<file path="src/rtl/pulse_width_monitor.sv">
// pulse_width_monitor
// Measures high width, low width and period of a pulse stream in clk cycles,
// checks the high width against programmable bounds, and cross-checks every
// pulse toggle against the generator's pulse_active strobe.
//
// state  | meaning
// -------+-----------------------------------------------------------------
// S_IDLE | monitor disabled, counters held, no sync check
// S_ARM  | waiting for the first edge; partial level in progress discarded
// S_HIGH | timing a high level, run_cnt = cycles high so far
// S_LOW  | timing a low level, run_cnt = cycles low so far
module pulse_width_monitor #(
    parameter int WIDTH_BITS = 8,
    parameter int COUNT_BITS = 16
) (
    input  logic                  clk,
    input  logic                  rst,
    input  logic                  enable,
    input  logic                  clear,
    input  logic                  pulse_in,
    input  logic                  pulse_active_in,
    input  logic [WIDTH_BITS-1:0] min_width,
    input  logic [WIDTH_BITS-1:0] max_width,
    output logic [WIDTH_BITS-1:0] high_width,
    output logic [WIDTH_BITS-1:0] low_width,
    output logic [WIDTH_BITS:0]   period,
    output logic                  high_valid,
    output logic                  period_valid,
    output logic [COUNT_BITS-1:0] pulse_count,
    output logic                  too_short,
    output logic                  too_long,
    output logic                  stuck,
    output logic                  sync_err
);

    localparam logic [WIDTH_BITS-1:0] RUN_MAX   = '1;
    localparam logic [WIDTH_BITS-1:0] RUN_ONE   = WIDTH_BITS'(1);
    localparam logic [COUNT_BITS-1:0] COUNT_MAX = '1;
    localparam logic [COUNT_BITS-1:0] COUNT_ONE = COUNT_BITS'(1);

    typedef enum logic [1:0] {
        S_IDLE = 2'd0,
        S_ARM  = 2'd1,
        S_HIGH = 2'd2,
        S_LOW  = 2'd3
    } state_t;

    state_t state;
    state_t state_nxt;

    logic                  pulse_q;
    logic                  pulse_edge;
    logic                  rise;
    logic                  fall;
    logic                  run_sat;
    logic [WIDTH_BITS-1:0] run_cnt;
    logic                  have_high;

    // control strobes produced by the FSM for the datapath
    logic cnt_load;
    logic cnt_inc;
    logic cap_high;
    logic cap_low;
    logic cap_period;
    logic drop_high;
    logic set_stuck;
    logic sync_chk;

    assign pulse_edge = pulse_in ^ pulse_q;
    assign rise       = pulse_edge & pulse_in;
    assign fall       = pulse_edge & ~pulse_in;
    assign run_sat    = (run_cnt == RUN_MAX);

    // input history for edge detection, updated in every state
    always_ff @(posedge clk) begin
        if (rst) begin
            pulse_q <= 1'b0;
        end else begin
            pulse_q <= pulse_in;
        end
    end

    // FSM state register
    always_ff @(posedge clk) begin
        if (rst) begin
            state <= S_IDLE;
        end else begin
            state <= state_nxt;
        end
    end

    // next-state and datapath control; clear beats enable beats edge beats saturation
    always_comb begin
        state_nxt  = state;
        cnt_load   = 1'b0;
        cnt_inc    = 1'b0;
        cap_high   = 1'b0;
        cap_low    = 1'b0;
        cap_period = 1'b0;
        drop_high  = 1'b0;
        set_stuck  = 1'b0;
        sync_chk   = (state != S_IDLE) && !clear;

        if (clear) begin
            state_nxt = enable ? S_ARM : S_IDLE;
        end else if (!enable) begin
            state_nxt = S_IDLE;
        end else begin
            case (state)
                S_IDLE: begin
                    state_nxt = S_ARM;
                end
                S_ARM: begin
                    if (rise) begin
                        state_nxt = S_HIGH;
                        cnt_load  = 1'b1;
                        drop_high = 1'b1;
                    end else if (fall) begin
                        state_nxt = S_LOW;
                        cnt_load  = 1'b1;
                        drop_high = 1'b1;
                    end
                end
                S_HIGH: begin
                    if (fall) begin
                        state_nxt = S_LOW;
                        cap_high  = 1'b1;
                        cnt_load  = 1'b1;
                    end else if (run_sat) begin
                        state_nxt = S_ARM;
                        set_stuck = 1'b1;
                    end else begin
                        cnt_inc = 1'b1;
                    end
                end
                S_LOW: begin
                    if (rise) begin
                        state_nxt  = S_HIGH;
                        cap_low    = 1'b1;
                        cap_period = have_high;
                        cnt_load   = 1'b1;
                    end else if (run_sat) begin
                        state_nxt = S_ARM;
                        set_stuck = 1'b1;
                    end else begin
                        cnt_inc = 1'b1;
                    end
                end
                default: begin
                    state_nxt = S_IDLE;
                end
            endcase
        end
    end

    // run-length counter; the edge cycle itself is the first cycle of the new level
    always_ff @(posedge clk) begin
        if (rst) begin
            run_cnt <= '0;
        end else if (cnt_load) begin
            run_cnt <= RUN_ONE;
        end else if (cnt_inc) begin
            run_cnt <= run_cnt + RUN_ONE;
        end
    end

    // remembers whether this measurement chain already holds a valid high width
    always_ff @(posedge clk) begin
        if (rst) begin
            have_high <= 1'b0;
        end else if (drop_high) begin
            have_high <= 1'b0;
        end else if (cap_high) begin
            have_high <= 1'b1;
        end
    end

    // captured widths and their one-cycle valid strobes
    always_ff @(posedge clk) begin
        if (rst) begin
            high_width   <= '0;
            low_width    <= '0;
            period       <= '0;
            high_valid   <= 1'b0;
            period_valid <= 1'b0;
        end else begin
            high_valid   <= cap_high;
            period_valid <= cap_period;
            if (cap_high) begin
                high_width <= run_cnt;
            end
            if (cap_low) begin
                low_width <= run_cnt;
            end
            if (cap_period) begin
                period <= {1'b0, high_width} + {1'b0, run_cnt};
            end
        end
    end

    // saturating count of completed high pulses
    always_ff @(posedge clk) begin
        if (rst || clear) begin
            pulse_count <= '0;
        end else if (cap_high && (pulse_count != COUNT_MAX)) begin
            pulse_count <= pulse_count + COUNT_ONE;
        end
    end

    // sticky status flags, only cleared by rst or clear
    always_ff @(posedge clk) begin
        if (rst || clear) begin
            too_short <= 1'b0;
            too_long  <= 1'b0;
            stuck     <= 1'b0;
            sync_err  <= 1'b0;
        end else begin
            if (cap_high && (run_cnt < min_width)) begin
                too_short <= 1'b1;
            end
            if (cap_high && (run_cnt > max_width)) begin
                too_long <= 1'b1;
            end
            if (set_stuck) begin
                stuck <= 1'b1;
            end
            if (sync_chk && (pulse_edge ^ pulse_active_in)) begin
                sync_err <= 1'b1;
            end
        end
    end

endmodule

</file>
<file path="config.mk">
export PLATFORM = sky130hd
export DESIGN_NAME = pulse_width_monitor
export DESIGN_NICKNAME = d
export VERILOG_FILES = /design/src/rtl/pulse_width_monitor.sv
export SDC_FILE = /design/constraint.sdc
export NUM_CORES = 1
export LEC_CHECK = 0
export ABC_AREA = 1
export CORE_MARGIN = 3
export CORE_UTILIZATION = 40
export DETAILED_ROUTE_END_ITERATION = 10
export GPL_TIMING_DRIVEN = 0
export PLACE_DENSITY = 0.64
export SLEW_MARGIN = 20
export SYNTH_ARGS = -nofsm -noshare
export SYNTH_HDL_FRONTEND = slang
export SYNTH_SLANG_ARGS = --single-unit
</file>
<file path="constraint.sdc">
create_clock -name clk -period 2.9 [get_ports clk]
set_input_delay 0.58 -clock clk [delete_from_list [all_inputs] [get_ports clk]]
set_output_delay 0.58 -clock clk [all_outputs]
set_load 0.01 [all_outputs]
</file>
==> summary.md <==
| Metric | Value |
|---|---|
| Antenna cells | 0 |
| Total gr overflow | 0 |
| Clock Latency Late Sink | 330 ps |
| Critical Path Sink Type | flip-flop |
| RSZ-0062 raised after global routing | false |
| Sw frac | 0.216 |
| Layout area overhead | 29.7% |
| Die area | between 9000 and 10000 um2 |
| Yosys cell types | 30 |
| Critical Path RT | 3160 ps |
| Yosys reg bits | 59 |
| CTS Buffer Depth | 2 |
| Non-Filler Instances | 680 |
| Hold Buf Count CTS | 0 |
| Total CTS buffers | 9 |
| Yosys top cell by area | dfxtp_1 |
| Final Slew Violations | 0 |
| Cells after Synth | 493 |
| Worst-path fanout max | 10 |
| DRC viols | 0 |
| Die X | 98.5 um |
| Dpl hpwl | approximately 6500 um |
| # Max-Cap Violations | 0 |
| Net Count, Synth | 543 |
| CTS tree | done |
| Initial antenna violation count | 0 |
| Root Driver | clkbuf_8 |
| Yosys warns | 0 |
| Avg Cell Area, Syn | about 6.9 um2 |
| Share of the synthesized area in the top cell type | 0.345 |
| I/O Buffers | 67 |
| Clock sink count | 59 |
| Final hold violations | 0 |
| Core area | 8260 um2 |
| DR iter-0 viols | 129 |
| Row count | 33 |
| Seq pwr share | 0.472 |
| Worst Setup Start Kind | input port |
| Post-CTS Setup Inserts | 0 |
| Drt via density | 4.90 |
| Synth area leaders | dfxtp_1 35%, nand2_1 14%, ha_1 9.9%, a21oi_1 8.0%, inv_1 6.7% |
| Final WL | 8510 um |
| Final Cell Area | 4440 um2 |
| Vias | 3333 |
| # H-tree levels | 3 |
| Critical path, cell by cell | clkdlybuf4s50_1 > nor2_1 > clkinv_1 > clkbuf_1 > a21oi_1 |
| Share of cells above drive strength 1 | 0.0626 |
| Worst slew pin tran | ~550 ps |
| Total Routing Usage GR | 0.177 |
| CP arrival | 2240 ps |
| Num ports | 69 |
| Comb power frac | 0.049 |
| Final worst slack | 920 ps |
| Power Density | approximately 400 nW/um2 |
| Worst-path clk slew | 70 ps |
| Post-layout min period | 1980 ps |
| Antenna viol nets, final | 0 |
| Leakage | 0.00185 uW |
| Post-CTS Resized | 0 |
| Switch Pwr | 373 uW |
| Nets | 621 |
| Fin crit share | 0.683 |
| Relative slew slack | 0.635 |
| Post-synthesis sequential area ratio | 0.345 |
| Die span in y | roughly 100 um |
| Critical path's largest stage delay | 500 ps |
| Status | finished clean |
| Clock power share | 0.479 |
| Hold WC Path Type | flip-flop to flip-flop |
| Routed wire length per instance | 12.5 um |
| Placer Congestion | ~0.92 |
| Clk_skew | 6.44 ps |
| Synthesized area | 3420 um2 |
| First-pass GRT wire length | 14200 um |
| Setup CP Type | input port to flip-flop |
| Internal power | 1350 uW |
| Max Fclk | about 500 MHz |
| Initial core utilization | 0.414 |
| Vias in the first global route | 3181 |
| Largest net degree at the start of global routing | 11 |
| CP max stage cell | clkdlybuf4s50_1 |
| DRT Pass-1 Iters | 4 |
| Peak supply drop | 0.000250 V |
| Post-DP Area | 4220 um2 |
| DP Cell Count | 665 |
| Setup Viol. Count Final | 0 |
| Post-place setup slack | 562 ps |
| Setup_tns | 0 ps |
## power by group through the flow
stage,Clock [uW],Combinational [uW],Sequential [uW]
after floorplan,0,44.0,832
after global placement,0,84.6,832
after detailed placement,0,86.3,833
after CTS,849,86.4,814
after global routing,884,95.6,814
final,827,85.2,814
## Yosys cell counts
| cell type | instances |
|---|---|
| nand4_1 | 5 |
| nand3_4 | 1 |
| fa_1 | 1 |
| nand2_1 | 131 |
| o21ai_0 | 29 |
| nor3_1 | 4 |
| inv_6 | 1 |
| ha_1 | 27 |
| dfxtp_1 | 59 |
| xor2_1 | 10 |
| nand3b_1 | 1 |
| buf_1 | 1 |
| o21ai_1 | 1 |
| o21a_1 | 6 |
| buf_6 | 2 |
| a31oi_1 | 2 |
| buf_4 | 1 |
| inv_2 | 3 |
| inv_1 | 61 |
| nor2_4 | 6 |
| nand3_2 | 2 |
| buf_2 | 2 |
| nor2_1 | 52 |
| a21oi_1 | 55 |
| nand3_1 | 19 |
| nand2_2 | 2 |
| xnor2_1 | 4 |
| clkinv_1 | 1 |
| o21ai_2 | 1 |
| clkbuf_1 | 3 |
## worst paths after layout
kind                      startpoint                           to  slack (ps)  cells after the start
max                            clear  pulse_count[9]$_SDFFE_PP0P_         920                      5
min            too_long$_SDFFE_PP0P_        too_long$_SDFFE_PP0P_         460                      2
max reg2reg  run_cnt[1]$_SDFFE_PP0P_      run_cnt[2]$_SDFFE_PP0P_        1090                      8
min reg2reg    too_long$_SDFFE_PP0P_        too_long$_SDFFE_PP0P_         460                      2
## sequential cells by signal (all words and copies together) (netlist names)
name          flops
sync_err          1
period_valid      1
too_long          1
state             2
run_cnt           8
low_width         8
period            9
high_width        8
stuck             1
high_valid        1
have_high         1
too_short         1
pulse_q           1
pulse_count      16
## layout make-up
cell class,count,area [um2]
repair buffers,67,671
clock buffers,10,138
flip-flops and latches,59,1180
multi-input cells,359,1930
plain buffers,9,55.1
fillers,830,3820
well taps,105,131
inverters,66,253
clock inverters,5,77.6
## cell usage in the layout (no fill, tap or decap), types with 6 or more instances in the layout
cell / n
nand3_1: 19
xor2_1: 10
o21ai_0: 29
clkbuf_8: 10
nand2_1: 131
o21a_1: 6
nor2_4: 6
dfxtp_1: 59
ha_1: 27
clkdlybuf4s50_1: 67
a21oi_1: 55
nor2_1: 52
inv_1: 61
## per-stage QoR
stage | util | power [uW] | hold slack [ps]
floorplan | - | 876 | 474
finish | 0.537 | 1730 | 455
detailed placement | 0.511 | 919 | 447
CTS | 0.537 | 1750 | 460
global route | 0.537 | 1790 | 488
global placement | 0.511 | 917 | 443
## metal layers
layer  vias up  wire (um)  GRT usage
li1       1735          -          -
met1      1501       3920      0.222
met2        84       4050      0.296
met3        13        344     0.0304
met4         0        197     0.0819
met5         -          0          0
## worst max-delay path, delay by kind of cell
kind	cells	cell delay, ps
AOI/OAI and AO/OA	1	200
buffers and inverters	3	1130
and+or+nand+nor	1	330
## cells by family after synthesis
kind of cell / share of synthesized area
AND/OR/NAND/NOR: 0.280
AO/OA/AOI/OAI: 0.144
flip-flops: 0.345
buffers and inverters: 0.0900
XOR/XNOR: 0.0359
adder cells (fa/ha/maj): 0.105
(Power assumes the default switching activity.)
